**config.mk**
```make
export PLATFORM = sky130hd
export DESIGN_NAME = prog_freq_divider_flat
export DESIGN_NICKNAME = d
export VERILOG_FILES = /design/src/rtl/prog_freq_divider_pkg.sv /design/src/rtl/prog_freq_divider_if.sv /design/src/rtl/div_cfg_shadow.sv /design/src/rtl/prog_freq_divider.sv /design/src/flat_wrapper.sv
export SDC_FILE = /design/constraint.sdc
export NUM_CORES = 1
export LEC_CHECK = 0
export ABC_CLOCK_PERIOD_IN_PS = 1900
export BUFFER_PORTS_ARGS = -buffer_cell sky130_fd_sc_hd__buf_2
export CAP_MARGIN = 5
export CELL_PAD_IN_SITES_DETAIL_PLACEMENT = 1
export CELL_PAD_IN_SITES_GLOBAL_PLACEMENT = 2
export CORE_MARGIN = 1
export CORE_UTILIZATION = 32
export CTS_CLUSTER_DIAMETER = 100
export DETAILED_ROUTE_END_ITERATION = 10
export GPL_TIMING_DRIVEN = 1
export HOLD_SLACK_MARGIN = 0.1
export PLACE_DENSITY = 0.77
export SYNTH_ARGS = -nofsm -noshare
export SYNTH_HDL_FRONTEND = slang
export SYNTH_SLANG_ARGS = --single-unit
```
**constraint.sdc**
```tcl
create_clock -name clk -period 1.9 [get_ports clk]
set_input_delay 0.38 -clock clk [delete_from_list [all_inputs] [get_ports clk]]
set_output_delay 0.38 -clock clk [all_outputs]
set_load 0.01 [all_outputs]
```
**src/rtl/prog_freq_divider_pkg.sv**
```systemverilog
// prog_freq_divider_pkg
//   Shared constants and types for the programmable tick divider:
//   the mode encodings, the RUN/HALT state type and the mode field width.
package prog_freq_divider_pkg;

   // Width of the mode field, kept as a function so every user derives it
   // from one place.
   function automatic int mode_width();
      return 2;
   endfunction

   localparam int MODE_W = mode_width();

   localparam logic [MODE_W-1:0] MODE_PULSE   = 2'd0;
   localparam logic [MODE_W-1:0] MODE_SQUARE  = 2'd1;
   localparam logic [MODE_W-1:0] MODE_ONESHOT = 2'd2;

   typedef enum logic {
      ST_RUN  = 1'b0,
      ST_HALT = 1'b1
   } state_t;

endpackage

```
**src/rtl/prog_freq_divider_if.sv**
```systemverilog
// prog_freq_divider_if
//   Configuration request bus for the divider.
//   cfg_valid : request strobe (master -> slave)
//   div_in    : requested divisor (master -> slave)
//   mode_in   : requested mode (master -> slave)
//   cfg_ready : shadow register empty (slave -> master)
interface prog_freq_divider_if #(
   parameter int CNT_W = 9
);
   import prog_freq_divider_pkg::*;

   logic              cfg_valid;
   logic              cfg_ready;
   logic [CNT_W-1:0]  div_in;
   logic [MODE_W-1:0] mode_in;

   modport master (output cfg_valid, output div_in, output mode_in, input cfg_ready);
   modport slave  (input cfg_valid, input div_in, input mode_in, output cfg_ready);

endinterface

```
**src/rtl/div_cfg_shadow.sv**
```systemverilog
// div_cfg_shadow
//   Captures configuration requests into a one-deep shadow and presents the
//   configuration that the next reload must use.
//   clk, rst  : clock, asynchronous active-high reset
//   cfg       : configuration bus (slave side, drives cfg_ready)
//   apply     : reload strobe from the counter; commits the effective config
//   eff_div   : divisor to load at a reload happening this cycle
//   eff_mode  : mode to adopt at a reload happening this cycle
module div_cfg_shadow
   import prog_freq_divider_pkg::*;
#(
   parameter int CNT_W    = 9,
   parameter int DIV_RST  = 511,
   parameter int MODE_RST = 0
) (
   input  logic                clk,
   input  logic                rst,
   prog_freq_divider_if.slave  cfg,
   input  logic                apply,
   output logic [CNT_W-1:0]    eff_div,
   output logic [MODE_W-1:0]   eff_mode
);

   logic               pending_r;
   logic [CNT_W-1:0]   sh_div_r;
   logic [MODE_W-1:0]  sh_mode_r;
   logic [CNT_W-1:0]   div_q_r;
   logic [MODE_W-1:0]  mode_q_r;
   logic               accept_s;

   assign accept_s      = cfg.cfg_valid & ~pending_r;
   assign cfg.cfg_ready = ~pending_r;

   // Effective config: a same-cycle request beats the shadow, which beats the active config.
   always_comb begin
      eff_div  = div_q_r;
      eff_mode = mode_q_r;
      if (accept_s) begin
         eff_div  = cfg.div_in;
         eff_mode = cfg.mode_in;
      end else if (pending_r) begin
         eff_div  = sh_div_r;
         eff_mode = sh_mode_r;
      end else begin
         eff_div  = div_q_r;
         eff_mode = mode_q_r;
      end
   end

   // Shadow capture, pending flag and commit of the effective config on reload.
   always_ff @(posedge clk or posedge rst) begin
      if (rst) begin
         pending_r <= 1'b0;
         sh_div_r  <= {CNT_W{1'b0}};
         sh_mode_r <= MODE_PULSE;
         div_q_r   <= CNT_W'(DIV_RST);
         mode_q_r  <= MODE_W'(MODE_RST);
      end else if (apply) begin
         // A request accepted in this same cycle is consumed directly and
         // never parks in the shadow.
         div_q_r   <= eff_div;
         mode_q_r  <= eff_mode;
         pending_r <= 1'b0;
      end else if (accept_s) begin
         sh_div_r  <= cfg.div_in;
         sh_mode_r <= cfg.mode_in;
         pending_r <= 1'b1;
      end else begin
         pending_r <= pending_r;
      end
   end

endmodule

```
**src/rtl/prog_freq_divider.sv**
```systemverilog
// prog_freq_divider
//   Programmable clock-enable divider: one-cycle tick every DIV+1 enabled
//   cycles, 50% square output, or a single one-shot tick.
//   clk, rst : clock, asynchronous active-high reset
//   en       : count enable (counter holds when low)
//   restart  : synchronous period restart, re-arms one-shot
//   cfg      : configuration bus (div_in, mode_in, cfg_valid, cfg_ready)
//   tick     : registered one-cycle terminal pulse
//   sq_out   : registered square output
//   busy     : high while counting, low once a one-shot has completed
//   cnt_out  : current down-counter value
module prog_freq_divider
   import prog_freq_divider_pkg::*;
#(
   parameter int CNT_W    = 9,
   parameter int DIV_RST  = 511,
   parameter int MODE_RST = 0
) (
   input  logic                clk,
   input  logic                rst,
   input  logic                en,
   input  logic                restart,
   prog_freq_divider_if.slave  cfg,
   output logic                tick,
   output logic                sq_out,
   output logic                busy,
   output logic [CNT_W-1:0]    cnt_out
);

   state_t             state_r;
   logic [CNT_W-1:0]   cnt_r;
   logic               tick_r;
   logic               sq_r;
   logic               busy_r;
   logic               cnt_zero_s;
   logic               terminal_s;
   logic               reload_s;
   logic [CNT_W-1:0]   eff_div_s;
   logic [MODE_W-1:0]  eff_mode_s;

   div_cfg_shadow #(
      .CNT_W    (CNT_W),
      .DIV_RST  (DIV_RST),
      .MODE_RST (MODE_RST)
   ) u_shadow (
      .clk      (clk),
      .rst      (rst),
      .cfg      (cfg),
      .apply    (reload_s),
      .eff_div  (eff_div_s),
      .eff_mode (eff_mode_s)
   );

   // Reload points: restart, or an enabled terminal count while running.
   always_comb begin
      cnt_zero_s = (cnt_r == {CNT_W{1'b0}});
      terminal_s = (state_r == ST_RUN) & en & cnt_zero_s;
      reload_s   = restart | terminal_s;
   end

   // Counter, RUN/HALT state and registered outputs.
   always_ff @(posedge clk or posedge rst) begin
      if (rst) begin
         state_r <= ST_RUN;
         cnt_r   <= CNT_W'(DIV_RST);
         tick_r  <= 1'b0;
         sq_r    <= 1'b0;
         busy_r  <= 1'b1;
      end else if (restart) begin
         state_r <= ST_RUN;
         cnt_r   <= eff_div_s;
         tick_r  <= 1'b0;
         sq_r    <= 1'b0;
         busy_r  <= 1'b1;
      end else if (terminal_s) begin
         tick_r <= 1'b1;
         cnt_r  <= eff_div_s;
         case (eff_mode_s)
            MODE_SQUARE: begin
               sq_r <= ~sq_r;
            end
            MODE_ONESHOT: begin
               sq_r    <= 1'b0;
               state_r <= ST_HALT;
               busy_r  <= 1'b0;
            end
            default: begin
               // PULSE and the reserved encoding behave identically.
               sq_r <= 1'b0;
            end
         endcase
      end else if (en && (state_r == ST_RUN)) begin
         cnt_r  <= cnt_r - {{(CNT_W-1){1'b0}}, 1'b1};
         tick_r <= 1'b0;
      end else begin
         // Disabled or halted: everything holds except the tick pulse.
         tick_r <= 1'b0;
      end
   end

   assign tick    = tick_r;
   assign sq_out  = sq_r;
   assign busy    = busy_r;
   assign cnt_out = cnt_r;

endmodule

```
**src/flat_wrapper.sv**
```systemverilog
// flat-port wrapper written by rule: the top's interface ports become plain ports
module prog_freq_divider_flat import prog_freq_divider_pkg::*;
#(
   parameter int CNT_W    = 9,
   parameter int DIV_RST  = 511,
   parameter int MODE_RST = 0
)
  (clk, rst, en, restart, tick, sq_out, busy, cnt_out, cfg_cfg_valid, cfg_div_in, cfg_mode_in, cfg_cfg_ready);
  prog_freq_divider_if #(.CNT_W(CNT_W)) cfg_i ();
  input  logic clk;
  input  logic rst;
  input  logic en;
  input  logic restart;
  output logic tick;
  output logic sq_out;
  output logic busy;
  output logic [CNT_W-1:0] cnt_out;
  input wire logic [$bits(cfg_i.cfg_valid)-1:0] cfg_cfg_valid;
  input wire logic [$bits(cfg_i.div_in)-1:0] cfg_div_in;
  input wire logic [$bits(cfg_i.mode_in)-1:0] cfg_mode_in;
  output wire logic [$bits(cfg_i.cfg_ready)-1:0] cfg_cfg_ready;
  assign cfg_i.cfg_valid = cfg_cfg_valid;
  assign cfg_i.div_in = cfg_div_in;
  assign cfg_i.mode_in = cfg_mode_in;
  assign cfg_cfg_ready = cfg_i.cfg_ready;
  prog_freq_divider #(.CNT_W(CNT_W), .DIV_RST(DIV_RST), .MODE_RST(MODE_RST)) u_core (.clk(clk), .rst(rst), .en(en), .restart(restart), .cfg(cfg_i), .tick(tick), .sq_out(sq_out), .busy(busy), .cnt_out(cnt_out));
endmodule
```
Word-level counts from Yosys, hierarchy flattened. Cells that the tools add are included.

Word-level logic and storage cells: 49. Register bits: 36.

Bitwise operators: 8. $add $sub $neg: 1. Reductions and logical operators: 8. Equality and inequality tests: 2. Multiplexer cells: 20.

Operators with widths (number): 9-bit two-way mux (5); 1-bit two-way mux (13); 9-bit zero test (1); 9-bit by 1-bit subtractor with 9-bit output, second input constant (1); 2-bit nonzero test (3); 2-bit two-way mux (2); 1-bit inverter (4); 2-bit AND reduction (2); 1-bit bitwise AND (3); 3-bit nonzero test (1); 2-bit by 1-bit == test with 1-bit output, second input constant (1); 2-bit == test, second input constant (1); 1-bit logical AND (1); 1-bit bitwise OR (1).

Longest topological paths before layout. Gate-level depths: netlist (run 1).

Depth after elaboration: 7. Gate-level depth with buffers: 8. Mapped depth without buffers: 5.

By module. Synthesis (run 1) repeated with hierarchy kept, for this count alone.

Cell total of the unflattened synthesis: 193. Area total of the unflattened synthesis: 1983.2 um^2.

By module, submodules not included: div_cfg_shadow (times used 1, area each 1219.9 um^2, seq. area each 586.8 um^2, cells an instance 118); prog_freq_divider (times used 1, area each 763.2 um^2, seq. area each 337.8 um^2, cells an instance 75).

Worst setup path before layout (run 1). Ideal clock, no wire load.

Path type: flip-flop to flip-flop. Start point: register u_core.cnt_r[0] (netlist: u_core.cnt_out[0]). End point: register u_core.u_shadow.sh_div_r[7]. Cell stages (with the launch flop): 8. Slack: 0.019 ns. Data arrival time: 1.753 ns. Setup time: 0.128 ns. Path buffers: 2. Cell sequence: dfstp_2 -> inv_1 -> ha_1 -> clkbuf_1 -> a41oi_2 -> nand3_1 -> buf_2 -> mux2_1.

Longest elaborated chain between the ends: 5.

RTL lines: from (decl) (RTL line prog_freq_divider.sv:31) `logic [CNT_W-1:0] cnt_r;`; from (signal assigned) (RTL line prog_freq_divider.sv:65) `cnt_r <= CNT_W'(DIV_RST);`; from (signal assigned) (RTL line prog_freq_divider.sv:71) `cnt_r <= eff_div_s;`; from (signal assigned) (RTL line prog_freq_divider.sv:77) `cnt_r <= eff_div_s;`; 9-bit zero test (RTL line prog_freq_divider.sv:56) `cnt_zero_s = (cnt_r == {CNT_W{1'b0}});`; 1-bit bitwise AND (RTL line prog_freq_divider.sv:57) `terminal_s = (state_r == ST_RUN) & en & cnt_zero_s;`; 1-bit bitwise OR (RTL line prog_freq_divider.sv:58) `reload_s = restart | terminal_s;`; 1-bit inverter (no line); 2-bit AND reduction (no line); to (signal assigned) (RTL line div_cfg_shadow.sv:54) `sh_div_r <= {CNT_W{1'b0}};`; to (signal assigned) (RTL line div_cfg_shadow.sv:65) `sh_div_r <= cfg.div_in;`; to (decl) (RTL line div_cfg_shadow.sv:25) `logic [CNT_W-1:0] sh_div_r;`.

Every way passes these cells. A chain may end at the register's enable or synchronous reset.

Worst setup path in the final report (run 1).
Start point: register u_core.cnt_r[3] (netlist: u_core.cnt_out[3]). End point: register u_core.u_shadow.sh_div_r[7].

The elaborated chain is that of the path after synthesis.

==> reports/results.ini, run 1 <==
[sta]
worst_pin_slew_ns = 0.4612
fin_crit_sh_pct = 96.26
hold_violations = 0
rsz0062_at_grt = yes
fin_crit_ns = 1.829
slew_violations = 0
setup_viol = 0
fin_worst_skew_ns = 0.003201
hold_slack_ns = 0.1906
fin_ws_ns = 0.07111
max-slew-margin-rel_pct = 69.25
fmax_mhz = 546.8

[clock_network]
clk_pin_slew_ns = 0.07
cts_buffers = 5
h-tree-depth = 2
clkSinkCount = 36
ctsLongestPathBuffers = 2
postCtsHoldBufs = 0
cts_tree = built
clkLatencyLatePin_ns = 0.29
root_buffer = clkbuf_8

[drt]
drtIter0Drc = 77
routed_wl_um = 4434
vias_per_cell = 5.169
firstDrtPassIters = 4
wl_met2_um = 2190
drtAntennaViolNets = 0
drc = 0
wl_met1_um = 1989
vias = 1437
wl_per_cell_um = 15.95
top_layer_used = met4
wl_met3_um = 175

[critical_path]
r2r_setup_slack_ns = 0.07
r2r-end = u_core.u_shadow.sh_div_r[7]
cp.arrival_ns = 2.00
end_kind = flop
critPathRequiredTime_ns = 2.07
critical_path.cell_chain = nor4_4 -> buf_4 -> a41oi_2 -> nand3_1 -> buf_12 -> mux2_1
rr_startpoint = u_core.cnt_out[3]
slowest_delay_ns = 0.60
crit_type = reg2reg
path_depth = 6
cp-start-kind = flop
cp_top_family = flip-flops
crit_path_top_delay_cell = dfstp_2
crit_buf_inv = 2
crit_start = u_core.cnt_out[3]
cp_max_fo = 11
r2r_cells = 6
crit_path_end = u_core.u_shadow.sh_div_r[7]

[global_route]
grt-ovfl-total = 0
grt_pass1_wl_um = 7555
grt_pass1_vias = 1483
antenna_found_initial = 0
grt_max_degree = 37
grt_use_total_pct = 16.76

[placement]
dp_hpwl_um = 3292
port_buffers = 28
place_congestion = 0.7568
post-place-ws_ns = 0.02035

[power_and_ir_drop]
swShare_pct = 30.50
comb_power_share_pct = 24.2
vdd_ir_drop_max_mv = 0.3483
power_switching_mw = 0.6575
p_leak_nw = 1.007
p_per_area_nw_per_um2 = 971.3
intPower_mw = 1.498
pwr-share-clk_pct = 26.1
power.share.sequential_pct = 49.7

[synth]
synth_warnings = 0
synth_edf_count = 0
syn_inst = 167
synthesis.area_um2 = 1800
ys_ff_latch = 36
ys_seq_area_share_pct = 51.36
ys.flop_type = dfstp_2
syn_nets = 184
synth.distinct_cells = 38
avgSynthCellArea_um2 = 10.78
postSynth.asyncResetShare_pct = 100.0

[floorplanning]
floorplan.die.height_um = 77.01
initial_utilization_pct = 34.16
design.core.area_um2 = 5270
die_w_um = 77.01
dieArea_um2 = 5931
rows = 26
pin_count = 29

[layout]
antennaDiodeCount = 0
fin_nets = 224
final_common_cell = buf_2
drive_above_1_share_pct = 40.38
most-common-layout-cells = 28 x buf_2, 25 x nand2_1, 19 x dfstp_2
layout-area-overhead-vs-synth_pct = 23.28
fillCellCount = 624

[flow_run]
drv_cap = 0

[min_path]
min-delay-path-class = in2async

[run_status]
status = complete, no violations

-- power groups by stage --
stage / Sequential, mW / Combinational [mW] / Clock [mW]
2_1_floorplan: 1.08 / 0.304 / 0
3_3_place_gp: 1.07 / 0.495 / 0
3_5_place_dp: 1.08 / 0.516 / 0
4_1_cts: 1.07 / 0.521 / 0.575
5_1_grt: 1.09 / 0.578 / 0.607
6_report: 1.07 / 0.522 / 0.562
-- timing repair --
| item | CTS | global route |
|---|---|---|
| resized for setup | 0 | 1 |
| buffers inserted | 0 | 1 |
| setup endpoints to repair | 0 | 14 |
-- worst register-to-register path, stage by stage (launching register included) --
cell	delay (ns)
dfstp_2	0.60
nor4_4	0.06
buf_4	0.16
a41oi_2	0.23
nand3_1	0.16
buf_12	0.18
mux2_1	0.32
-- metal layers --
metal | GRT usage, % | up-vias
met5 | 0 | -
met4 | 6.981 | 0
met3 | 4.286 | 6
met2 | 27.95 | 27
met1 | 20.51 | 728
li1 | - | 676
-- how the worst min path moves through the flow --
| stage | to | cells after the start |
|---|---|---|
| 2_1_floorplan | u_core.u_shadow.mode_q_r[1] | 2 |
| 3_3_place_gp | u_core.u_shadow.div_q_r[5] | 2 |
| 3_5_place_dp | u_core.u_shadow.mode_q_r[1] | 2 |
| 4_1_cts | u_core.u_shadow.sh_div_r[0] | 3 |
| 5_1_grt | u_core.u_shadow.sh_div_r[0] | 3 |
| 6_report | u_core.u_shadow.sh_div_r[0] | 3 |
-- cells in the mapped netlist (all sizes together), types with 2 or more instances --
| cell type | number | share of area [%] |
|---|---|---|
| nor3 | 3 | 0.83 |
| mux2i | 10 | 5.6 |
| clkbuf | 7 | 1.5 |
| dfrtp | 17 | 24 |
| xor2 | 3 | 1.5 |
| and3 | 2 | 0.69 |
| mux2 | 13 | 8.1 |
| o31ai | 2 | 0.83 |
| nand2 | 25 | 5.2 |
| dfstp | 19 | 28 |
| o211ai | 7 | 2.9 |
| a21o | 3 | 1.3 |
| a21oi | 8 | 2.2 |
| nor2 | 10 | 2.1 |
| nand4 | 2 | 0.69 |
| inv | 7 | 1.5 |
| nor4 | 2 | 1.5 |
| o21ai | 7 | 1.9 |
| buf | 4 | 1.5 |
-- area by class of cell --
class | instances | area, um^2 | share of cell area [%]
flip-flops and latches | 36 | 924.6 | 41.66
inverters | 7 | 26.28 | 1.184
multi-input cells | 113 | 805.8 | 36.30
repair buffers | 44 | 285.3 | 12.85
clock buffers | 8 | 90.09 | 4.059
well taps | 70 | 87.58 | 3.946
-- flip-flops by register name (all words and copies together) (netlist names) --
name,cells
u_core.busy,1
u_core.cnt_out,9
u_core.sq_out,1
u_core.state_r,1
u_core.tick,1
u_core.u_shadow.div_q_r,9
u_core.u_shadow.mode_q_r,2
u_core.u_shadow.pending_r,1
u_core.u_shadow.sh_div_r,9
u_core.u_shadow.sh_mode_r,2
-- metrics by stage --
| step | power, mW | TNS [ns] | utilization [%] | cell area, um^2 | instances |
|---|---|---|---|---|---|
| final | 2.156 | 0 | 42.12 | 2220 | 278 |
| after CTS | 2.167 | 0 | 41.81 | 2203 | 277 |
| after floorplan | 1.383 | 0 | - | 1800 | 167 |
| after global placement | 1.563 | 0 | 40.10 | 2113 | 269 |
| after global routing | 2.274 | -0.03401 | 42.12 | 2220 | 278 |
| after detailed placement | 1.599 | 0 | 40.10 | 2113 | 269 |
-- kinds of logic (layout without fill, tap and decap cells) --
kind of cell	Yosys count	count (layout)	synth area share, %
adder cells (fa/ha/maj)	1	1	0.6948
multiplexers	23	23	13.69
AND/OR/NAND/NOR	49	49	13.34
XOR/XNOR	3	3	1.460
flip-flops	36	36	51.36
AO/OA/AOI/OAI	37	37	15.08
buffers and inverters	18	59	4.378
(Power assumes the default switching activity.)
==> inputs of run 2 (changes only) <==
--- a/config.mk
+++ b/config.mk
@@ -17,6 +17,7 @@
 export GPL_TIMING_DRIVEN = 1
 export HOLD_SLACK_MARGIN = 0.1
 export PLACE_DENSITY = 0.77
+export SETUP_SLACK_MARGIN = 0.3
 export SYNTH_ARGS = -nofsm -noshare
 export SYNTH_HDL_FRONTEND = slang
 export SYNTH_SLANG_ARGS = --single-unit
==> reports/results.ini, run 2 (same netlist as run 1, synthesis figures left out) <==
[layout]
fin_nets = 241  ; was 224
drive_above_1_share_pct = 57.33  ; was 40.38%
regArea_um2 = 924.6  ; unchanged
layout-area-overhead-vs-synth_pct = 43.09  ; was 23.28%
antennaDiodeCount = 0  ; unchanged
multiInputGateArea_um2 = 1020  ; was 805.8 um^2
fillCellCount = 600  ; was 624
most-common-layout-cells = 28 x buf_2, 21 x buf_4, 19 x dfstp_2  ; was 28 x buf_2, 25 x nand2_1, 19 x dfstp_2
final_common_cell = buf_2  ; unchanged

[floorplanning]
dieArea_um2 = 5931  ; unchanged
rows = 26  ; unchanged
design.core.area_um2 = 5270  ; unchanged
pin_count = 29  ; unchanged
initial_utilization_pct = 34.16  ; unchanged
die_w_um = 77.01  ; unchanged
floorplan.die.height_um = 77.01  ; unchanged

[clock_network]
clkLatencyLatePin_ns = 0.29  ; about the same
cts_buffers = 5  ; unchanged
clk_pin_slew_ns = 0.07  ; about the same
root_buffer = clkbuf_8  ; unchanged
clkSinkCount = 36  ; unchanged
h-tree-depth = 2  ; unchanged
ctsLongestPathBuffers = 2  ; unchanged
cts_tree = built  ; unchanged

[sta]
fmax_mhz = 565.7  ; was 546.8 MHz
slew_violations = 0  ; unchanged
rsz0062_at_grt = yes  ; unchanged
fin_crit_sh_pct = 93.04  ; was 96.26%
hold_slack_ns = 0.1916  ; was 0.1906 ns
fin_crit_ns = 1.768  ; was 1.829 ns
fin_ws_ns = 0.1323  ; was 0.07111 ns
max-slew-margin-rel_pct = 66.76  ; was 69.25%
setup_viol = 0  ; unchanged
finalSetupTns_ns = 0  ; unchanged
fin_worst_skew_ns = 0.008858  ; was 0.003201 ns
worst_pin_slew_ns = 0.4967  ; was 0.4612 ns
hold_violations = 0  ; unchanged

[global_route]
grt_pass1_vias = 1657  ; was 1,483
grt_pass1_wl_um = 8252  ; was 7555 um
grt_use_total_pct = 17.92  ; was 16.76%
grt_max_degree = 37  ; unchanged
antenna_found_initial = 0  ; unchanged
grt-ovfl-total = 0  ; unchanged

[power_and_ir_drop]
p_per_area_nw_per_um2 = 921.2  ; was 971.3 nW/um^2
vdd_ir_drop_max_mv = 0.4156  ; was 0.3483 mV
p_leak_nw = 1.174  ; was 1.007 nW

[placement]
post-place-ws_ns = 0.04107  ; was 0.02035 ns
dp_hpwl_um = 3247  ; was 3292 um
port_buffers = 28  ; unchanged
place_congestion = 0.7581  ; was 0.7568

[drt]
firstDrtPassIters = 4  ; unchanged
vias = 1531  ; was 1,437
drc = 0  ; unchanged
vias_per_cell = 5.190  ; was 5.169
drtIter0Drc = 66  ; was 77
drtAntennaViolNets = 0  ; unchanged
routed_wl_um = 5083  ; was 4434 um
wl_per_cell_um = 17.23  ; was 15.95 um

[critical_path]
critPathRequiredTime_ns = 2.12  ; was 2.07 ns
cp.arrival_ns = 1.98  ; was 2.00 ns
cp-start-kind = flop  ; unchanged
crit_type = reg2reg  ; unchanged
end_kind = flop  ; unchanged
cp_max_fo = 5  ; was 11

[flow_run]
drv_cap = 0  ; unchanged

[min_path]
min-delay-path-class = in2async  ; unchanged

[run_status]
status = complete, no violations  ; unchanged

==> run 2: what timing repair did <==
| action | 4_1_cts | 5_1_grt |
|---|---|---|
| endpoints found under the setup margin | 31 | 36 |
| hold buffers | 0 | 0 |
| pin swaps | 21 | 14 |
| resized for setup | 35 | 25 |
| gates cloned | 1 | 0 |
| endpoints found under the hold margin | 0 | 0 |
| buffers inserted | 17 | 2 |
==> run 2: through the flow <==
stage	power, mW	utilization, %	cells	area [um^2]
floorplan	1.432	-	167	1881
global placement	1.592	40.24	267	2121
detailed placement	1.621	40.24	267	2121
CTS	2.338	47.06	293	2480
global route	2.502	48.88	295	2576
finish	2.373	48.88	295	2576
==> run 2: area by class of cell <==
class,instances,share of cell area [%]
inverters,7,1.117
repair buffers,60,16.85
well taps,70,3.400
clock inverters,1,0.1943
flip-flops and latches,36,35.89
multi-input cells,114,39.58
clock buffers,7,2.963
==> run 2: critical path: stages, from the launching register on <==
cell      delay [ns]
dfstp_2         0.39
nor4_4          0.35
buf_4           0.18
a41oi_4         0.17
buf_6           0.19
and3_4          0.14
a2111o_1        0.28
==> run 2: path summary, 6_finish.rpt <==
kind / slack, ns / startpoint / endpoint / cells past startpoint
max in group asynchronous: 1.35 / rst / u_core.cnt_out[5] / 3
min in group clk: 0.34 / cfg_div_in[2] / u_core.u_shadow.sh_div_r[2] / 2
worst max-delay path: 0.13 / u_core.cnt_out[5] / u_core.cnt_out[7] / 6
worst min register to register: 0.47 / u_core.u_shadow.div_q_r[5] / u_core.u_shadow.div_q_r[5] / 2
worst max register to register: 0.13 / u_core.cnt_out[5] / u_core.cnt_out[7] / 6
worst min-delay path: 0.19 / rst / u_core.u_shadow.sh_div_r[3] / 3
==> run 2: per-layer routing <==
layer,global-route usage [%],vias to the layer above,wire [um]
li1,-,715,-
met1,22.70,782,2262
met2,30.71,26,2608
met3,2.976,8,136
met4,6.226,0,76
met5,0,-,0
==> run 2: where the power goes <==
group	internal (mW)	total (mW)	leakage, nW	switching (mW)
clock	0.258	0.539	0.0422	0.281
sequential	0.957	1.06	0.408	0.105
combinational	0.390	0.772	0.723	0.382
total	1.60	2.37	1.17	0.769
